==> config.mk <==
export PLATFORM = sky130hd
export DESIGN_NAME = spi_slave_regif_flat
export DESIGN_NICKNAME = d
export VERILOG_FILES = /design/src/rtl/spi_slave_regif_if.sv /design/src/rtl/spi_slave_regif.sv /design/src/flat_wrapper.sv
export SDC_FILE = /design/constraint.sdc
export NUM_CORES = 1
export LEC_CHECK = 0
export CORE_ASPECT_RATIO = 0.7
export CORE_MARGIN = 3
export CORE_UTILIZATION = 53
export DETAILED_ROUTE_END_ITERATION = 12
export PLACE_DENSITY = 0.79
export SLEW_MARGIN = 20
export SYNTH_ARGS = -nofsm -noshare
export SYNTH_HDL_FRONTEND = slang
export SYNTH_SLANG_ARGS = --single-unit
export TNS_END_PERCENT = 50
==> constraint.sdc <==
create_clock -name sys_clk -period 1.9 [get_ports sys_clk]
set_input_delay 0.19 -clock sys_clk [delete_from_list [all_inputs] [get_ports sys_clk]]
set_output_delay 0.19 -clock sys_clk [all_outputs]
set_load 0.01 [all_outputs]
==> src/rtl/spi_slave_regif_if.sv <==
// SPI pin group plus the register-file side bus for spi_slave_regif.
// The slave modport is the engine's view; the master modport is the pad/register-file view.
interface spi_slave_regif_if #(
  parameter int unsigned ADDR_W = 7,
  parameter int unsigned DATA_W = 8
);
  logic              spi_clk;
  logic              spi_cs_n;
  logic              spi_mosi;
  logic              spi_miso;
  logic              spi_miso_oe;
  logic [ADDR_W-1:0] reg_addr;
  logic [DATA_W-1:0] reg_wr_data;
  logic              reg_wr_en;
  logic              reg_rd_en;
  logic [DATA_W-1:0] reg_rd_data;

  modport slave (
    input  spi_clk, spi_cs_n, spi_mosi, reg_rd_data,
    output spi_miso, spi_miso_oe, reg_addr, reg_wr_data, reg_wr_en, reg_rd_en
  );

  modport master (
    output spi_clk, spi_cs_n, spi_mosi, reg_rd_data,
    input  spi_miso, spi_miso_oe, reg_addr, reg_wr_data, reg_wr_en, reg_rd_en
  );
endinterface

==> src/rtl/spi_slave_regif.sv <==
// Oversampled SPI slave bridging an MCU SPI port to an internal register file.
// Frame: {rw, addr} command word, then a burst of data words, all MSB first.
module spi_slave_regif #(
  parameter int unsigned ADDR_W   = 7,
  parameter int unsigned DATA_W   = 8,
  parameter int unsigned CPOL     = 0,
  parameter int unsigned CPHA     = 0,
  parameter int unsigned AUTO_INC = 1
) (
  input  logic             sys_clk,
  input  logic             sys_rst,
  spi_slave_regif_if.slave bus,
  output logic             busy,
  output logic             frame_err
);
  localparam int unsigned SW   = (ADDR_W + 1 > DATA_W) ? ADDR_W + 1 : DATA_W;
  localparam int unsigned RxW  = SW - 1;
  localparam int unsigned CntW = $clog2(SW);
  localparam logic [CntW-1:0] CmdLast  = CntW'(ADDR_W);
  localparam logic [CntW-1:0] DataLast = CntW'(DATA_W - 1);

  typedef enum logic [1:0] {StIdle, StCmd, StWrData, StRdData} state_e;

  state_e            state_q, state_d;
  logic [2:0]        sck_q, sck_d;
  logic [2:0]        cs_q, cs_d;
  logic [1:0]        mosi_q, mosi_d;
  logic [CntW-1:0]   bit_cnt_q, bit_cnt_d;
  logic [RxW-1:0]    rx_q, rx_d;
  logic [DATA_W-1:0] tx_q, tx_d;
  logic [ADDR_W-1:0] addr_q, addr_d;
  logic [DATA_W-1:0] wr_data_q, wr_data_d;
  logic              wr_en_q, wr_en_d;
  logic              rd_en_q, rd_en_d;
  logic              load_q, load_d;
  logic              first_q, first_d;
  logic              frame_err_q, frame_err_d;

  logic sck_rise, sck_fall, lead_edge, trail_edge, sample_edge, shift_edge;
  logic cs_fall, cs_rise, mosi_s, miso_oe;
  logic [ADDR_W:0]   cmd_word;
  logic [DATA_W-1:0] data_word;

  // Edges come from taps [2:1]; mosi_q[1] lines up with sck_q[1].
  assign sck_rise    = sck_q[1] & ~sck_q[2];
  assign sck_fall    = ~sck_q[1] & sck_q[2];
  assign lead_edge   = (CPOL != 0) ? sck_fall : sck_rise;
  assign trail_edge  = (CPOL != 0) ? sck_rise : sck_fall;
  assign sample_edge = (CPHA != 0) ? trail_edge : lead_edge;
  assign shift_edge  = (CPHA != 0) ? lead_edge : trail_edge;
  assign cs_fall     = ~cs_q[1] & cs_q[2];
  assign cs_rise     = cs_q[1] & ~cs_q[2];
  assign mosi_s      = mosi_q[1];
  assign cmd_word    = {rx_q[ADDR_W-1:0], mosi_s};
  assign data_word   = {rx_q[DATA_W-2:0], mosi_s};

  always_comb begin
    sck_d       = {sck_q[1:0], bus.spi_clk};
    cs_d        = {cs_q[1:0], bus.spi_cs_n};
    mosi_d      = {mosi_q[0], bus.spi_mosi};
    state_d     = state_q;
    bit_cnt_d   = bit_cnt_q;
    rx_d        = rx_q;
    tx_d        = tx_q;
    addr_d      = addr_q;
    wr_data_d   = wr_data_q;
    wr_en_d     = 1'b0;
    rd_en_d     = 1'b0;
    load_d      = rd_en_q;
    first_d     = first_q;
    frame_err_d = 1'b0;

    // Post-write increment lands the cycle after the strobe.
    if (wr_en_q && (AUTO_INC != 0)) addr_d = addr_q + ADDR_W'(1);
    if (load_q) begin
      tx_d    = bus.reg_rd_data;
      first_d = 1'b1;
    end

    if (state_q == StIdle) begin
      if (cs_fall) begin
        state_d   = StCmd;
        bit_cnt_d = '0;
      end
    end else if (cs_rise) begin
      // CS release beats any coincident SCK edge.
      state_d     = StIdle;
      bit_cnt_d   = '0;
      frame_err_d = (bit_cnt_q != '0);
    end else if (sample_edge) begin
      rx_d      = {rx_q[RxW-2:0], mosi_s};
      bit_cnt_d = bit_cnt_q + CntW'(1);
      case (state_q)
        StCmd: begin
          if (bit_cnt_q == CmdLast) begin
            bit_cnt_d = '0;
            addr_d    = cmd_word[ADDR_W-1:0];
            if (cmd_word[ADDR_W]) begin
              state_d = StRdData;
              rd_en_d = 1'b1;
            end else begin
              state_d = StWrData;
            end
          end
        end
        StWrData: begin
          if (bit_cnt_q == DataLast) begin
            bit_cnt_d = '0;
            wr_data_d = data_word;
            wr_en_d   = 1'b1;
          end
        end
        StRdData: begin
          // Prefetch the next word so it is loaded before the next shift edge.
          if (bit_cnt_q == DataLast) begin
            bit_cnt_d = '0;
            rd_en_d   = 1'b1;
            if (AUTO_INC != 0) addr_d = addr_q + ADDR_W'(1);
          end
        end
        default: ;
      endcase
    end else if (shift_edge && (state_q == StRdData)) begin
      if (first_q) first_d = 1'b0;
      else         tx_d    = {tx_q[DATA_W-2:0], 1'b0};
    end
  end

  always_ff @(posedge sys_clk) begin
    if (sys_rst) begin
      state_q     <= StIdle;
      sck_q       <= '0;
      cs_q        <= '0;
      mosi_q      <= '0;
      bit_cnt_q   <= '0;
      rx_q        <= '0;
      tx_q        <= '0;
      addr_q      <= '0;
      wr_data_q   <= '0;
      wr_en_q     <= 1'b0;
      rd_en_q     <= 1'b0;
      load_q      <= 1'b0;
      first_q     <= 1'b0;
      frame_err_q <= 1'b0;
    end else begin
      state_q     <= state_d;
      sck_q       <= sck_d;
      cs_q        <= cs_d;
      mosi_q      <= mosi_d;
      bit_cnt_q   <= bit_cnt_d;
      rx_q        <= rx_d;
      tx_q        <= tx_d;
      addr_q      <= addr_d;
      wr_data_q   <= wr_data_d;
      wr_en_q     <= wr_en_d;
      rd_en_q     <= rd_en_d;
      load_q      <= load_d;
      first_q     <= first_d;
      frame_err_q <= frame_err_d;
    end
  end

  assign miso_oe         = (state_q == StRdData) && ~cs_q[1];
  assign bus.spi_miso_oe = miso_oe;
  assign bus.spi_miso    = miso_oe & tx_q[DATA_W-1];
  assign bus.reg_addr    = addr_q;
  assign bus.reg_wr_data = wr_data_q;
  assign bus.reg_wr_en   = wr_en_q;
  assign bus.reg_rd_en   = rd_en_q;
  assign busy            = (state_q != StIdle);
  assign frame_err       = frame_err_q;
endmodule

==> src/flat_wrapper.sv <==
// flat-port wrapper written by rule: the top's interface ports become plain ports
module spi_slave_regif_flat 
#(
  parameter int unsigned ADDR_W   = 7,
  parameter int unsigned DATA_W   = 8,
  parameter int unsigned CPOL     = 0,
  parameter int unsigned CPHA     = 0,
  parameter int unsigned AUTO_INC = 1
)
  (sys_clk, sys_rst, busy, frame_err, bus_spi_clk, bus_spi_cs_n, bus_spi_mosi, bus_reg_rd_data, bus_spi_miso, bus_spi_miso_oe, bus_reg_addr, bus_reg_wr_data, bus_reg_wr_en, bus_reg_rd_en);
  spi_slave_regif_if #(.ADDR_W(ADDR_W), .DATA_W(DATA_W)) bus_i ();
  input  logic sys_clk;
  input  logic sys_rst;
  output logic busy;
  output logic frame_err;
  input wire logic [$bits(bus_i.spi_clk)-1:0] bus_spi_clk;
  input wire logic [$bits(bus_i.spi_cs_n)-1:0] bus_spi_cs_n;
  input wire logic [$bits(bus_i.spi_mosi)-1:0] bus_spi_mosi;
  input wire logic [$bits(bus_i.reg_rd_data)-1:0] bus_reg_rd_data;
  output wire logic [$bits(bus_i.spi_miso)-1:0] bus_spi_miso;
  output wire logic [$bits(bus_i.spi_miso_oe)-1:0] bus_spi_miso_oe;
  output wire logic [$bits(bus_i.reg_addr)-1:0] bus_reg_addr;
  output wire logic [$bits(bus_i.reg_wr_data)-1:0] bus_reg_wr_data;
  output wire logic [$bits(bus_i.reg_wr_en)-1:0] bus_reg_wr_en;
  output wire logic [$bits(bus_i.reg_rd_en)-1:0] bus_reg_rd_en;
  assign bus_i.spi_clk = bus_spi_clk;
  assign bus_i.spi_cs_n = bus_spi_cs_n;
  assign bus_i.spi_mosi = bus_spi_mosi;
  assign bus_i.reg_rd_data = bus_reg_rd_data;
  assign bus_spi_miso = bus_i.spi_miso;
  assign bus_spi_miso_oe = bus_i.spi_miso_oe;
  assign bus_reg_addr = bus_i.reg_addr;
  assign bus_reg_wr_data = bus_i.reg_wr_data;
  assign bus_reg_wr_en = bus_i.reg_wr_en;
  assign bus_reg_rd_en = bus_i.reg_rd_en;
  spi_slave_regif #(.ADDR_W(ADDR_W), .DATA_W(DATA_W), .CPOL(CPOL), .CPHA(CPHA), .AUTO_INC(AUTO_INC)) u_core (.sys_clk(sys_clk), .sys_rst(sys_rst), .bus(bus_i), .busy(busy), .frame_err(frame_err));
endmodule
==> flow_metrics.tcl, run 1 <==
set metrics [dict create \
    library_cell_with_the_highest_instance_count_after_synthesis "dfxtp_1" \
    num-nets-final 287 \
    rows 18 \
    clockBufferDepth 2 \
    vias_per_cell 5.47 \
    post-dp-hpwl_um 3500 \
    synth-adder-area-share_pct 2.31 \
    netlist.area_leader.share_pct 44.3 \
    ctsResizeCount 1 \
    report.final.slew_viol_count 0 \
    r2r_setup_slack_ns 0.12 \
    grt_util_all_layers_pct 21.6 \
    max_cap_violations 0 \
    crit_path_max_fanout 6 \
    async_set_or_reset_register_ratio_after_synthesis_pct 0 \
    cp_data_arrival_time_ns 1.59 \
    clock_tree_from_tritoncts "built" \
    clock_skew_ns 0.00862 \
    timing.critical_path.from_type "register" \
    yosys-mux-area-fraction_pct 12.1 \
    vdd_drop_max_mv 0.579 \
    drc 0 \
    grt_start_max_net_pins 16 \
    floorplan.die.height_um 59.5 \
    worst_setup_hold_path_clk_slew_ns 0.09 \
    chipWidth_um 82.4 \
    overflow_left_after_global_routing 0 \
    finalPower_mw 1.79 \
    yosys.area_share.simple_pct 21.2 \
    yosys.area_share.xor_xnor_pct 1.62 \
    critical_path.n_buffers_inverters 1 \
    floorplan.die_area_mm2 0.00490 \
    relSlewSlack_pct 69.6 \
    dr.pass1.iters 4 \
    worstHoldPathType "in -> reg" \
    antennaDiodeCount 0 \
    yosysTopAreaCell "dfxtp_1" \
    cell_area_after_synthesis_mm2 0.00217 \
    min_period_over_period_pct 93.6 \
    timing.rr.end "u_core.bus.reg_addr[0]$_SDFF_PP0_" \
    criticalPathCategory "reg -> out" \
    synth_compound_area_share_pct 14.1 \
    start_util_pct 58.3 \
    post_synth_top_flop "dfxtp_1" \
    first_global_vias 1625 \
    worstPathRequired_ns 1.71 \
    io_buffer_count 33 \
    synth_area_per_cell_um2 9.50 \
    numCtsBuffers 5 \
    synth_warnings 0 \
    layout-drive-gt1-share_pct 15.6 \
    ys_seq_elements 48 \
    synth_top_cells_by_area "dfxtp_1 (44%), mux2i_1 (11%), nor2_1 (6.6%)" \
    gate_count_of_the_mapped_netlist 228 \
    synth_common_cells "dfxtp_1 (48), nor2_1 (38), mux2i_1 (24)" \
    clock_sinks 48 \
    hold_viol_final 0 \
    worst_hold_path.endpoint "u_core.sck_q[0]$_SDFF_PP0_" \
    synth_top_family_by_area "simple AND/OR/NAND/NOR gates" \
    avgRoutedWirePerCell_um 14.6 \
    result_of_the_run "finished, final reports clean" \
    timing.hold.worst.start "bus_spi_clk" \
    cellLeakagePower_nw 0.986 \
    clock_insertion_delay_worst_skew_ns 0.30 \
    setup_failing_eps_final 0 \
    max_slew.worst_pin.slew_ns 0.454 \
    ant_nets 0 \
    postCtsHoldBufs 0 \
    cpLargestDelayFamily "buffers and inverters" \
    hold_depth 2 \
    worstPathCellList "nand2_1 > nor2_1 > and2_1 > clkdlybuf4s50_1" \
    number_of_distinct_library_cell_variants_in_the_gate_level_netlist_after_synthesis 47 \
    worst_setup_path_end_kind "output port" \
    cts.root.buffer_cell "clkbuf_8" \
    slowest_stage "clkdlybuf4s50_1" \
    worst_r2r_startpoint "u_core.bit_cnt_q[0]$_SDFFE_PP0P_" \
    seq_area_frac_synth_pct 44.3 \
    final_period_minus_worst_setup_slack_ns 1.78 \
    total_wire_length_after_detailed_routing_um 4660 \
    detailroute.via_count 1744 \
    core_area_mm2 0.00372 \
    synth_enable_flop_cells 0 \
    post_layout_nonfiller_instances 319 \
    critical-path-max-stage-delay_ns 0.53 \
    grt_antenna_before_repair 0 \
    worst_r2r_path_depth 7 \
    boundaryPins 34 \
    pwr_density_cell_mw_per_mm2 651 \
    initialDrtViolationCount 116 \
    synth_nets 245 \
    fmax_mhz 562 \
    syn2layout_area_growth_pct 26.8 \
    place.gp.congestion 0.810 \
    post-cts-setup-buffer-count 0 \
    place_inst 313 \
    first_pass_grt_wire_length_um 7890 \
    maximum_level_of_the_cts_h_tree 2 \
]
power breakdown:
| group | total (mW) | switching, mW | internal [mW] |
|---|---|---|---|
| logic | 0.0801 | 0.0378 | 0.0423 |
| registers | 1.02 | 0.00595 | 1.01 |
| clock network | 0.693 | 0.315 | 0.378 |
worst reg2reg max path: stages (launching register included):
cell and delay (ns):
dfxtp_1 0.37, ha_1 0.22, ha_4 0.18, nand4b_1 0.16
nand2b_1 0.23, mux2i_1 0.15, mux2_2 0.28, a21oi_1 0.13
final cells by class:
cell class              instances  area [um^2]
repair buffers                 47          452
multi-input cells             160         1140
fillers                       281          967
clock buffers                   5         68.8
clock inverters                 1         30.0
inverters                       8         30.0
flip-flops and latches         48          966
well taps                      50         62.6
layout by cell type, fill, tap and decap left out, types with 2 or more instances in the layout:
cell type        count
buf_4               12
a2111oi_0            3
clkdlybuf4s50_1     33
a21oi_1              8
nor3_1               5
nor2_2               2
a211oi_1             2
xor2_1               2
o21ai_0              2
nand4b_1             2
o22ai_1              2
xnor2_1              2
dfxtp_1             46
nand2b_1             5
nor2b_1             10
a211oi_2             7
nand3_1              2
inv_1                8
mux2_2               2
ha_1                 3
nand4_1              2
nand2_1             10
a22oi_1              3
clkbuf_8             5
and3_1               3
nor2_1              37
mux2i_1             24
cells by family (layout without fill, tap and decap cells):
group,Yosys count,count (layout)
AND/OR/NAND/NOR,88,88
flip-flops,48,48
AO/OA/AOI/OAI,38,38
multiplexers,26,26
buffers and inverters,20,61
adder cells (fa/ha/maj),4,4
XOR/XNOR,4,4
through the flow:
step / TNS [ns] / hold WS (ns) / worst slack [ns] / area, um^2 / utilization (%)
final: 0 / 0.436 / 0.121 / 2750 / 74.0
after global routing: -0.0101 / 0.446 / -0.0101 / 2750 / 74.0
after CTS: 0 / 0.426 / 0.0194 / 2720 / 73.1
after detailed placement: 0 / 0.429 / 0.0383 / 2620 / 70.4
after global placement: 0 / 0.417 / 0.0821 / 2620 / 70.4
after floorplan: 0 / 0.318 / 0.179 / 2170 / -
metal layers:
layer / share of wire (%) / GRT usage (%) / wire length (um) / up-vias
li1: - / - / - / 879
met1: 50 / 31.2 / 2340 / 812
met2: 42 / 31.2 / 1980 / 47
met3: 6.1 / 5.62 / 283 / 6
met4: 1.3 / 7.11 / 59 / 0
met5: 0 / 0 / 0 / -
state kept, by name (all words and copies together) (netlist names):
name / cells
u_core.bit_cnt_q: 3
u_core.rx_q: 7
u_core.mosi_q: 2
u_core.sck_q: 3
u_core.bus.reg_rd_en: 1
u_core.tx_q: 8
u_core.cs_q: 3
u_core.bus.reg_wr_en: 1
u_core.state_q: 2
u_core.first_q: 1
u_core.load_q: 1
u_core.bus.reg_addr: 7
u_core.bus.reg_wr_data: 8
u_core.frame_err: 1
worst max path at each step:
stage	from	to	cells after the start
finish	u_core.state_q[0]$_SDFFE_PP0P_	bus_spi_miso	4
global route	u_core.bit_cnt_q[1]$_SDFFE_PP0P_	u_core.bus.reg_addr[2]$_SDFF_PP0_	8
CTS	u_core.bit_cnt_q[0]$_SDFFE_PP0P_	u_core.bus.reg_addr[6]$_SDFF_PP0_	8
detailed placement	u_core.bit_cnt_q[0]$_SDFFE_PP0P_	u_core.bus.reg_addr[6]$_SDFF_PP0_	8
global placement	u_core.bit_cnt_q[1]$_SDFFE_PP0P_	u_core.bus.reg_addr[6]$_SDFF_PP0_	8
floorplan	u_core.bit_cnt_q[0]$_SDFFE_PP0P_	u_core.bus.reg_addr[0]$_SDFF_PP0_	7
Power figures use the tool's default switching activity.
==> run 2, diff against run 1 <==
--- a/config.mk
+++ b/config.mk
@@ -7,9 +7,10 @@
 export LEC_CHECK = 0
 export CORE_ASPECT_RATIO = 0.7
 export CORE_MARGIN = 3
-export CORE_UTILIZATION = 53
+export CORE_UTILIZATION = 55
+export CTS_BUF_LIST = sky130_fd_sc_hd__clkbuf_4
 export DETAILED_ROUTE_END_ITERATION = 12
-export PLACE_DENSITY = 0.79
+export PLACE_DENSITY = 0.81
 export SLEW_MARGIN = 20
 export SYNTH_ARGS = -nofsm -noshare
 export SYNTH_HDL_FRONTEND = slang
==> flow_metrics.tcl, run 2 (same netlist as run 1, synthesis figures left out) <==
set metrics [dict create \
    result_of_the_run "finished, final reports clean" \
    boundaryPins 34 \
    holdWs_ns 0.372 \
    grt_util_all_layers_pct 20.4 \
    initialDrtViolationCount 95 \
    worstPathCellList "nand2_1 > nor2_2 > and2_1 > clkdlybuf4s50_1" \
    syn2layout_area_growth_pct 25.0 \
    ant_nets 0 \
    fin_tns_setup_ns 0 \
    min_period_over_period_pct 96.3 \
    post-cts-setup-buffer-count 0 \
    avgRoutedWirePerCell_um 14.1 \
    layout_setup_ws_ns 0.0711 \
    drc 0 \
    crit_path_max_fanout 9 \
    overflow_left_after_global_routing 0 \
    worst_setup_path_end_kind "output port" \
    grt_antenna_before_repair 0 \
    report.final.slew_viol_count 0 \
    gr-usage-met3_pct 5.20 \
    pwr_density_cell_mw_per_mm2 576 \
    place.gp.congestion 0.856 \
    grt.met1_usage_pct 29.7 \
    worstPathRequired_ns 1.71 \
    numCtsBuffers 5 \
    clock_tree_from_tritoncts "built" \
    worstHoldPathType "in -> reg" \
    cellLeakagePower_nw 0.975 \
    chipWidth_um 81.0 \
    fmax_mhz 547 \
    final_period_minus_worst_setup_slack_ns 1.83 \
    max_slew.worst_pin.slew_ns 0.370 \
    criticalPathCategory "reg -> out" \
    vdd_drop_max_mv 0.541 \
    total_wire_length_after_detailed_routing_um 4490 \
    io_buffer_count 33 \
    timing.critical_path.from_type "register" \
    first_pass_grt_wire_length_um 7380 \
    timing.hold.worst.start "bus_spi_clk" \
    clockBufferDepth 2 \
    met2_usage_pct 29.5 \
    slowest_stage "clkdlybuf4s50_1" \
    timing.critical_path.from "u_core.state_q[1]$_SDFFE_PP0P_" \
    worst_setup_hold_path_clk_slew_ns 0.13 \
    core_area_mm2 0.00365 \
    rsz_0062_raised_after_global_routing "true" \
    antennaDiodeCount 0 \
    postCtsHoldBufs 0 \
    floorplan.die_area_mm2 0.00474 \
    start_util_pct 59.4 \
    hold_viol_final 0 \
    detailroute.via_count 1753 \
    post-dp-hpwl_um 3210 \
    most-common-layout-cells "dfxtp_1 (46), nor2_1 (36), clkdlybuf4s50_1 (33)" \
    rows 18 \
    clock_insertion_delay_worst_skew_ns 0.35 \
    worst_r2r_startpoint "u_core.bit_cnt_q[1]$_SDFFE_PP0P_" \
    maximum_level_of_the_cts_h_tree 2 \
    dr.pass1.iters 4 \
    clock_skew_ns 0.0105 \
    clock_sinks 48 \
    first_global_vias 1635 \
    critical_path.n_buffers_inverters 1 \
    cpLargestDelayFamily "buffers and inverters" \
    setup_failing_eps_final 0 \
    cts.root.buffer_cell "clkbuf_4" \
    max_cap_violations 0 \
    layout-drive-gt1-share_pct 16.4 \
    number_of_inserted_filler_cells_in_the_final_layout 289 \
    num-nets-final 285 \
    relSlewSlack_pct 74.7 \
    finalPower_mw 1.56 \
    vias_per_cell 5.50 \
    placement.setup.worst_slack_ns 0.0596 \
    mostFrequentLayoutCell "dfxtp_1" \
    critical-path-max-stage-delay_ns 0.52 \
    floorplan.die.height_um 58.5 \
    grt_start_max_net_pins 47 \
    cp_data_arrival_time_ns 1.64 \
    globalRoute.busiestLayer "met1" \
]
run 2: cell types whose count changed in the layout (fill, tap and decap cells not counted), sizes merged:
| cell | change |
|---|---|
| buf | -2 |
| bufinv | -1 |
| clkbuf | +1 |
| clkinv | +1 |
| clkinvlp | +1 |
run 2: report_power, final:
| part | internal, mW | leakage, nW | switching, mW | total (mW) |
|---|---|---|---|---|
| Combinational | 0.0415 | 0.556 | 0.0393 | 0.0809 |
| Clock | 0.156 | 0.0293 | 0.304 | 0.459 |
| Sequential | 1.01 | 0.389 | 0.00613 | 1.02 |
| Total | 1.21 | 0.975 | 0.349 | 1.56 |
run 2: final cells by class:
| cell class | count | area, um^2 | area share, % |
|---|---|---|---|
| inverters | 8 | 30.0 | 1.11 |
| well taps | 50 | 62.6 | 2.31 |
| flip-flops and latches | 48 | 966 | 35.7 |
| clock inverters | 2 | 11.3 | 0.416 |
| multi-input cells | 160 | 1150 | 42.4 |
| repair buffers | 45 | 445 | 16.4 |
| clock buffers | 6 | 45.0 | 1.66 |
run 2: timing repair:
item                       4_1_cts  5_1_grt
setup endpoints to repair        2        7
hold endpoints to repair         0        0
gates resized for setup          3        9
pin swaps                        0        0
run 2: metal layers:
metal / routed length, um / up-vias
met5: 0 / -
met4: 61 / 0
met3: 247 / 8
met2: 1880 / 42
met1: 2290 / 812
li1: - / 891
run 2: path summary, 6_finish.rpt:
check                           cells past startpoint                                end  slack [ns]
worst max-delay path                                4                       bus_spi_miso        0.07
worst min register to register                      1         u_core.sck_q[1]$_SDFF_PP0_        0.46
worst min-delay path                                2         u_core.sck_q[0]$_SDFF_PP0_        0.37
worst max register to register                      8  u_core.bus.reg_addr[2]$_SDFF_PP0_        0.09
run 2: metrics by stage:
step | utilization [%] | instances | instance area, um^2
final | 74.2 | 319 | 2710
after detailed placement | 71.6 | 311 | 2610
after global placement | 71.6 | 311 | 2610
after global routing | 74.2 | 319 | 2710
after CTS | 73.3 | 319 | 2670
after floorplan | - | 228 | 2170
